### config.mk
export PLATFORM = sky130hd
export DESIGN_NAME = bcd_seg7_scan
export DESIGN_NICKNAME = d
export VERILOG_FILES = /design/src/rtl/seg7_pkg.sv /design/src/rtl/bcd_to_seg7.sv /design/src/rtl/bcd_seg7_scan.sv
export SDC_FILE = /design/constraint.sdc
export NUM_CORES = 1
export LEC_CHECK = 0
export CAP_MARGIN = 20
export CORE_AREA = 2 2 88 90
export CTS_BUF_LIST = sky130_fd_sc_hd__clkbuf_4 sky130_fd_sc_hd__clkbuf_8
export DETAILED_ROUTE_END_ITERATION = 6
export DIE_AREA = 0 0 90 92
export PLACE_DENSITY = 0.62
export SETUP_SLACK_MARGIN = 0.02
export SLEW_MARGIN = 30
export SYNTH_ARGS = -nofsm -noshare
export SYNTH_HDL_FRONTEND = slang
export SYNTH_SLANG_ARGS = --single-unit
export TNS_END_PERCENT = 100
### constraint.sdc
create_clock -name clk -period 2.4 [get_ports clk]
set_clock_uncertainty 0.05 [all_clocks]
set_input_delay 0.48 -clock clk [delete_from_list [all_inputs] [get_ports clk]]
set_output_delay 0.48 -clock clk [all_outputs]
set_load 0.01 [all_outputs]
### src/rtl/seg7_pkg.sv
// Shared segment patterns (active-high, bit order gfedcba) and the slot phase type
// for the multiplexed 7-segment scanner.
package seg7_pkg;

    localparam logic [6:0] SEG_0    = 7'h3F;
    localparam logic [6:0] SEG_1    = 7'h06;
    localparam logic [6:0] SEG_2    = 7'h5B;
    localparam logic [6:0] SEG_3    = 7'h4F;
    localparam logic [6:0] SEG_4    = 7'h66;
    localparam logic [6:0] SEG_5    = 7'h6D;
    localparam logic [6:0] SEG_6    = 7'h7D;
    localparam logic [6:0] SEG_7    = 7'h07;
    localparam logic [6:0] SEG_8    = 7'h7F;
    localparam logic [6:0] SEG_9    = 7'h6F;
    localparam logic [6:0] SEG_DASH = 7'h40;
    localparam logic [6:0] SEG_OFF  = 7'h00;

    typedef enum logic {PH_BLANK, PH_ON} phase_t;

endpackage

### src/rtl/bcd_to_seg7.sv
// Combinational BCD digit to active-high 7-segment pattern; non-decimal codes show a dash.
module bcd_to_seg7
    import seg7_pkg::*;
(
    input  logic [3:0] bcd,
    output logic [6:0] seg
);

    always_comb begin
        seg = SEG_DASH;
        case (bcd)
            4'd0:    seg = SEG_0;
            4'd1:    seg = SEG_1;
            4'd2:    seg = SEG_2;
            4'd3:    seg = SEG_3;
            4'd4:    seg = SEG_4;
            4'd5:    seg = SEG_5;
            4'd6:    seg = SEG_6;
            4'd7:    seg = SEG_7;
            4'd8:    seg = SEG_8;
            4'd9:    seg = SEG_9;
            default: seg = SEG_DASH;
        endcase
    end

endmodule

### src/rtl/bcd_seg7_scan.sv
// 3-digit multiplexed 7-segment scanner: captures BCD digits on rdy, reloads the shown value
// only at frame start, and scans slots with a blank gap, leading-zero blanking and dash for invalid.
module bcd_seg7_scan
    import seg7_pkg::*;
#(
    parameter int REFRESH_DIV    = 50000,
    parameter int BLANK_CYC      = 500,
    parameter int SEG_ACTIVE_LOW = 1,
    parameter int AN_ACTIVE_LOW  = 1
) (
    input  logic       clk,
    input  logic       rst_n,
    input  logic [3:0] fdig,
    input  logic [3:0] sdig,
    input  logic [3:0] tdig,
    input  logic       rdy,
    input  logic       blank_lz,
    output logic [6:0] seg,
    output logic [2:0] an,
    output logic       frame_start,
    output logic       valid
);

    localparam int CW = (REFRESH_DIV > 1) ? $clog2(REFRESH_DIV) : 1;
    localparam logic [CW-1:0] CNT_LAST = CW'(REFRESH_DIV - 1);
    localparam logic [CW-1:0] CNT_ON   = CW'(BLANK_CYC);

    logic [11:0]   shadow, disp;
    logic          valid_q, disp_vld;
    logic [1:0]    slot, slot_nxt;
    phase_t        phase, phase_nxt;
    logic [CW-1:0] cnt, cnt_nxt;
    logic [2:0]    an_q;
    logic [6:0]    seg_q;
    logic          fs_q;

    logic          frame_entry, on_entry, lz_blank;
    logic [3:0]    cur_digit;
    logic [6:0]    dec_seg;

    always_ff @(posedge clk) begin
        if (!rst_n) begin
            slot  <= 2'd0;
            phase <= PH_BLANK;
            cnt   <= '0;
        end else begin
            slot  <= slot_nxt;
            phase <= phase_nxt;
            cnt   <= cnt_nxt;
        end
    end

    always_comb begin
        cnt_nxt   = cnt + 1'b1;
        slot_nxt  = slot;
        phase_nxt = phase;
        if (cnt == CNT_LAST) begin
            cnt_nxt   = '0;
            phase_nxt = PH_BLANK;
            slot_nxt  = (slot == 2'd2) ? 2'd0 : slot + 2'd1;
        end else if (cnt_nxt == CNT_ON) begin
            phase_nxt = PH_ON;
        end
    end

    assign frame_entry = (slot == 2'd0) && (phase == PH_BLANK) && (cnt == '0);
    assign on_entry    = (phase == PH_ON) && (cnt == CNT_ON);

    // Leading-zero blanking judges the displayed value, not the pending shadow.
    always_comb begin
        cur_digit = disp[3:0];
        lz_blank  = 1'b0;
        case (slot)
            2'd1: begin
                cur_digit = disp[7:4];
                lz_blank  = blank_lz && disp_vld && (disp[11:4] == 8'd0);
            end
            2'd2: begin
                cur_digit = disp[11:8];
                lz_blank  = blank_lz && disp_vld && (disp[11:8] == 4'd0);
            end
            default: ;
        endcase
    end

    bcd_to_seg7 u_dec (
        .bcd (cur_digit),
        .seg (dec_seg)
    );

    // Outputs only move on phase entries, so mid-slot input changes never glitch the display.
    always_ff @(posedge clk) begin
        if (!rst_n) begin
            shadow   <= '0;
            disp     <= '0;
            valid_q  <= 1'b0;
            disp_vld <= 1'b0;
            an_q     <= 3'b000;
            seg_q    <= SEG_OFF;
            fs_q     <= 1'b0;
        end else begin
            fs_q <= frame_entry;
            if (frame_entry) begin
                disp     <= shadow;
                disp_vld <= valid_q;
            end
            if (cnt == '0) begin
                an_q  <= 3'b000;
                seg_q <= SEG_OFF;
            end else if (on_entry) begin
                if (lz_blank) begin
                    an_q  <= 3'b000;
                    seg_q <= SEG_OFF;
                end else begin
                    an_q  <= 3'b001 << slot;
                    seg_q <= disp_vld ? dec_seg : SEG_DASH;
                end
            end
            if (rdy) begin
                shadow  <= {tdig, sdig, fdig};
                valid_q <= 1'b1;
            end
        end
    end

    assign seg         = (SEG_ACTIVE_LOW != 0) ? ~seg_q : seg_q;
    assign an          = (AN_ACTIVE_LOW != 0) ? ~an_q : an_q;
    assign frame_start = fs_q;
    assign valid       = valid_q;

endmodule
### Word-level counts from Yosys, hierarchy flattened

Memories as Yosys holds them, arrays and structs flattened.
Cells that the tools add are included.

| operators by class | value |
|---|---|
| eq/ne operators | 5 |
| shifts and indexed selects | 1 |
| $add $sub $neg | 2 |
| bitwise gates (word level) | 4 |
| reduce and logical (&&, ||, !) cells | 12 |
| muxes and demuxes | 6 |

Operator list:

| kind | count |
|---|---|
| $eq 16x9->1 const B | 2 |
| $add 16x1->16 const B | 1 |
| $eq 16x16->1 const B | 1 |
| $logic_not 16->1 | 1 |
| $mux 7 | 2 |
| $logic_not 8->1 | 1 |
| $pmux 4 s2 | 1 |
| $not 7->7 | 1 |
| $logic_and 1x1->1 | 6 |
| $logic_not 4->1 | 1 |
| $reduce_or 2->1 | 2 |
| $mux 3 | 1 |
| $not 3->3 | 1 |
| $shl 1x2->3 const A | 1 |
| $add 2x1->2 const B | 1 |
| $eq 2x1->1 const B | 1 |
| $eq 2x2->1 const B | 1 |
| $logic_not 2->1 | 1 |
| $mux 2 | 1 |
| $not 1->1 | 2 |
| $pmux 1 s2 | 1 |

| storage, ports and cells | value |
|---|---|
| bits in registers | 56 |
| word-level logic and storage cells | 41 |
| bits of input ports | 16 |
| memories kept | 1 |
| memory bits (read-only) | 112 |
| output and inout port bits | 12 |

Memories:

| name | depth | bits a word | rd ports | clocked after Yosys merged registers in | write ports | RTL line | text |
|---|---|---|---|---|---|---|---|
| (name not given) | 16 | 7 | 1 | 0 | 0 | bcd_to_seg7.sv:11 | `case (bcd)` |

### Logic depth before layout (Yosys ltp)

An unclocked memory read counts as a cell.

| depth | value |
|---|---|
| word-level depth | 5 |
| depth in mapped cells | 10 |
| gate-level depth less buffers | 10 |

### Cells and area by module

A second synthesis with hierarchy kept.

| unflattened totals | value |
|---|---|
| cells, all modules | 342 |
| area total of the unflattened synthesis | 2910.3 µm² |

Modules (own cells, without submodules):

| module | sequential area each (µm²) | instances | cells an instance | area each (µm²) |
|---|---|---|---|---|
| bcd_seg7_scan | 1121.1 | 1 | 313 | 2682.6 |
| bcd_to_seg7 | 0.0 | 1 | 29 | 227.7 |

### Worst setup path before layout

OpenSTA, ideal clock, no wires.

| timing path | value |
|---|---|
| kind | register to register |
| start point | reg slot[0] |
| end point | reg seg_q[6] |
| data required time | 2280 ps |
| library setup time | 70 ps |
| clock period less this slack | 2490 ps |
| arrival | 2370 ps |
| path buffers | 1 |
| stages on the path, launching flop included | 11 |
| slack | -90 ps |
| cell sequence | dfxtp_1 > inv_1 > ha_1 > clkbuf_1 > mux2i_1 > inv_1 > ha_1 > a211oi_1 > a2111oi_0 > or3_1 > a21oi_1 |

| between the ends | value |
|---|---|
| longest elaborated chain between the ends | 5 |

RTL lines:

| element | RTL line | text |
|---|---|---|
| start: declaration | bcd_seg7_scan.sv:30 | `logic [1:0] slot, slot_nxt;` |
| start signal: assignment | bcd_seg7_scan.sv:47 | `slot <= slot_nxt;` |
| $eq 2x2->1 / $eq 2x1->1 (equally long branches) | bcd_seg7_scan.sv:73 | `case (slot)` |
| $pmux 4 s2 | bcd_seg7_scan.sv:73 |  |
| $mem_v2 16x7 | - |  |
| $mux 7 | bcd_seg7_scan.sv:116 | `seg_q <= disp_vld ? dec_seg : SEG_DASH;` |
| $mux 7 (*) | bcd_seg7_scan.sv:111 | `if (lz_blank) begin` |
| end signal: assignment | bcd_seg7_scan.sv:116 |  |
| end: declaration | bcd_seg7_scan.sv:34 | `logic [6:0] seg_q;` |

Mark *: on every way between the ends. The rest lies on a longest branch, timed or not.
A chain may end at the register's enable or synchronous reset.

### Final worst setup path

Same ends and word-level chain as after synthesis.

==> impl_metrics.tcl <==
set metrics [dict create \
    clock.fmax_mhz 445 \
    die_x_um 90 \
    die_area_um2 8280 \
    coreArea_um2 7450 \
    crit_start "slot[0]" \
    wl_met3_um 195 \
    num_vias 2258 \
    portBuffers 27 \
    initial_core_util_pct 37.8 \
    grt_pass1_vias 2173 \
    synth_edf_count 0 \
    firstDrtPassIters 4 \
    grt_max_degree 21 \
    hold_viol_final 0 \
    yosys.area.top_type "dfxtp_1" \
    slew_headroom_pct 62.8 \
    n_fill_cell 740 \
    criticalPathCategory "reg -> reg" \
    syn_inst 320 \
    final_util_pct 45.2 \
    ctsRootBufferMaster "clkbuf_8" \
    r2r_end "seg_q[6]" \
    grt-ovfl-total 0 \
    cellPowerDensity_nw_per_um2 514 \
    grt_util_all_layers_pct 14.8 \
    met2_length_mm 2.49 \
    wl_per_cell_um 12.6 \
    ir_drop_v 0.000271 \
    ys_seq_area_share_pct 39.8 \
    clk_latency_ps 320 \
    final_cell_mix "54 x nor2_1, 54 x dfxtp_1, 32 x mux2i_1, 27 x clkdlybuf4s50_1, 20 x buf_4" \
    grt_pass1_wl_mm 10.3 \
    place_congestion 0.835 \
    rsz0062_at_grt "false" \
    yosysWarnings 0 \
    final_nets 380 \
    cts_tree "built" \
    worstHoldPathType "reg -> reg" \
    path_clk_slew_ps 100 \
    drive_above_1_share_pct 11.9 \
    worst_ep_arrival_time_ps 2450 \
    r2r_slack_ps 150 \
    p_leak_nw 1.35 \
    cts_max_path_buffers 2 \
    cts_buffers 5 \
    synth_top_flop_cell "dfxtp_1" \
    detail-route-antenna-nets 0 \
    status "finished clean" \
    r2r_cells 10 \
    antenna_found_initial 0 \
    top_layer "met4" \
    period_minus_slack_ps 2250 \
    drt-total-wl_mm 5.71 \
    seq_area_um2 1130 \
    wl_met1_mm 2.95 \
    fin_crit_sh_pct 93.6 \
    cap_violations 0 \
    setup.worst_path.end "seg_q[6]" \
    r2r_start "slot[0]" \
    cp-start-kind "flip-flop" \
    avgSynthCellArea_um2 8.80 \
    synth_fp_nets 349 \
    drtIter0Drc 93 \
    cts_sinks 56 \
    htreeDepth 2 \
    diodes 0 \
    setup_viol 0 \
    boundaryPins 28 \
    drc 0 \
    drv_slew 0 \
    path_max_fanout 4 \
    tightest_slew_ps 554 \
    ys_ff_latch 56 \
    row_count 32 \
    dp_hpwl_mm 4.24 \
    fin_setup_tns_ps 0 \
    syn_to_final_growth_pct 19.5 \
    die_h_um 92 \
    synth_cell_type_count 51 \
    async_reset_ff_share_pct 0 \
    synth.area.top_cells "dfxtp_1 40%, mux2i_1 12%, nor2_1 7.2%" \
    netlist_area_um2 2820 \
    synth_top_area_share_pct 39.8 \
    multi_input_area_um2 1520 \
    endpoint_kind "flip-flop" \
    worstPathRequired_ps 2600 \
    routed_via_density 4.97 \
]
sequential cells by signal (all words and copies together), names as in the netlist:
name / count
phase: 1
shadow: 12
an_q: 3
disp_vld: 1
cnt: 16
disp: 12
frame_start: 1
valid: 1
slot: 2
seg_q: 7
per-stage QoR:
stage               cells  instance area, um^2  hold WS [ps]  setup WS (ps)  total power (W)
floorplan             320                 2820           379           73.6          0.00113
global placement      445                 3250           392            217          0.00120
detailed placement    445                 3250           399           21.1          0.00120
CTS                   453                 3350           411           80.1          0.00176
global route          454                 3360           434           33.0          0.00181
finish                454                 3360           407            155          0.00173
metal layers:
metal / track usage [%] / vias up
met1: 21.4 / 1051
li1: - / 1160
met4: 4.23 / 0
met5: 0 / -
met3: 2.63 / 7
met2: 22.7 / 40
critical path, cell delays in order (launching register included):
cell       delay [ps]
dfxtp_4           380
inv_1              70
ha_1              210
a22o_1            190
mux2i_2           170
inv_1             100
ha_1              210
a211oi_2          250
a2111oi_0         100
or3_1             320
a21oi_1           140
where the power goes:
part | switching, W | internal (W)
combinational | 0.0000976 | 0.000102
sequential | 0.0000227 | 0.000958
clock | 0.000335 | 0.000215
cell usage after synthesis, types with 3 or more instances:
cell type / number
a21oi_1: 12
buf_2: 7
xnor2_1: 8
nand4_1: 7
ha_1: 13
clkbuf_1: 8
o211ai_1: 4
nand3_1: 11
a22oi_1: 3
inv_1: 20
xor2_1: 7
and3_1: 4
nor4_1: 3
nand2_1: 15
nor3_1: 6
dfxtp_1: 56
buf_4: 3
nor2_1: 54
mux2i_1: 33
clkbuf_2: 4
worst min-delay path by stage:
stage	slack, ps	start	endpoint	cells after the start
floorplan	380	seg_q[4]	seg_q[4]	2
global placement	390	seg_q[4]	seg_q[4]	2
detailed placement	400	seg_q[3]	seg_q[3]	2
CTS	410	seg_q[2]	seg_q[2]	2
global route	430	seg_q[5]	seg_q[5]	2
finish	410	seg_q[3]	seg_q[3]	2
cell type report:
| class | instances | area share, % |
|---|---|---|
| Clock buffer | 5 | 2.05 |
| Clock inverter | 3 | 0.818 |
| Inverter | 20 | 2.23 |
| Multi-Input combinational cell | 221 | 45.1 |
| Sequential cell | 56 | 33.5 |
| Tap cell | 102 | 3.79 |
| Timing Repair Buffer | 47 | 12.5 |
cell families after synthesis:
family	Yosys count	synth area share, %
and+or+nand+nor	122	22.0
muxes	33	11.7
adders and majority gates	13	5.78
xor gates and xnor gates	15	4.67
DFF	56	39.8
buffers and inverters	43	6.62
AOI/OAI and AO/OA	38	9.33
timing repair:
item	4_1_cts	5_1_grt
setup buffers	0	1
gates resized for setup	1	5
pin swaps	0	1
setup endpoints to repair	1	1
hold buffers	0	0
Note: power is estimated with default switching activity, not from simulation.
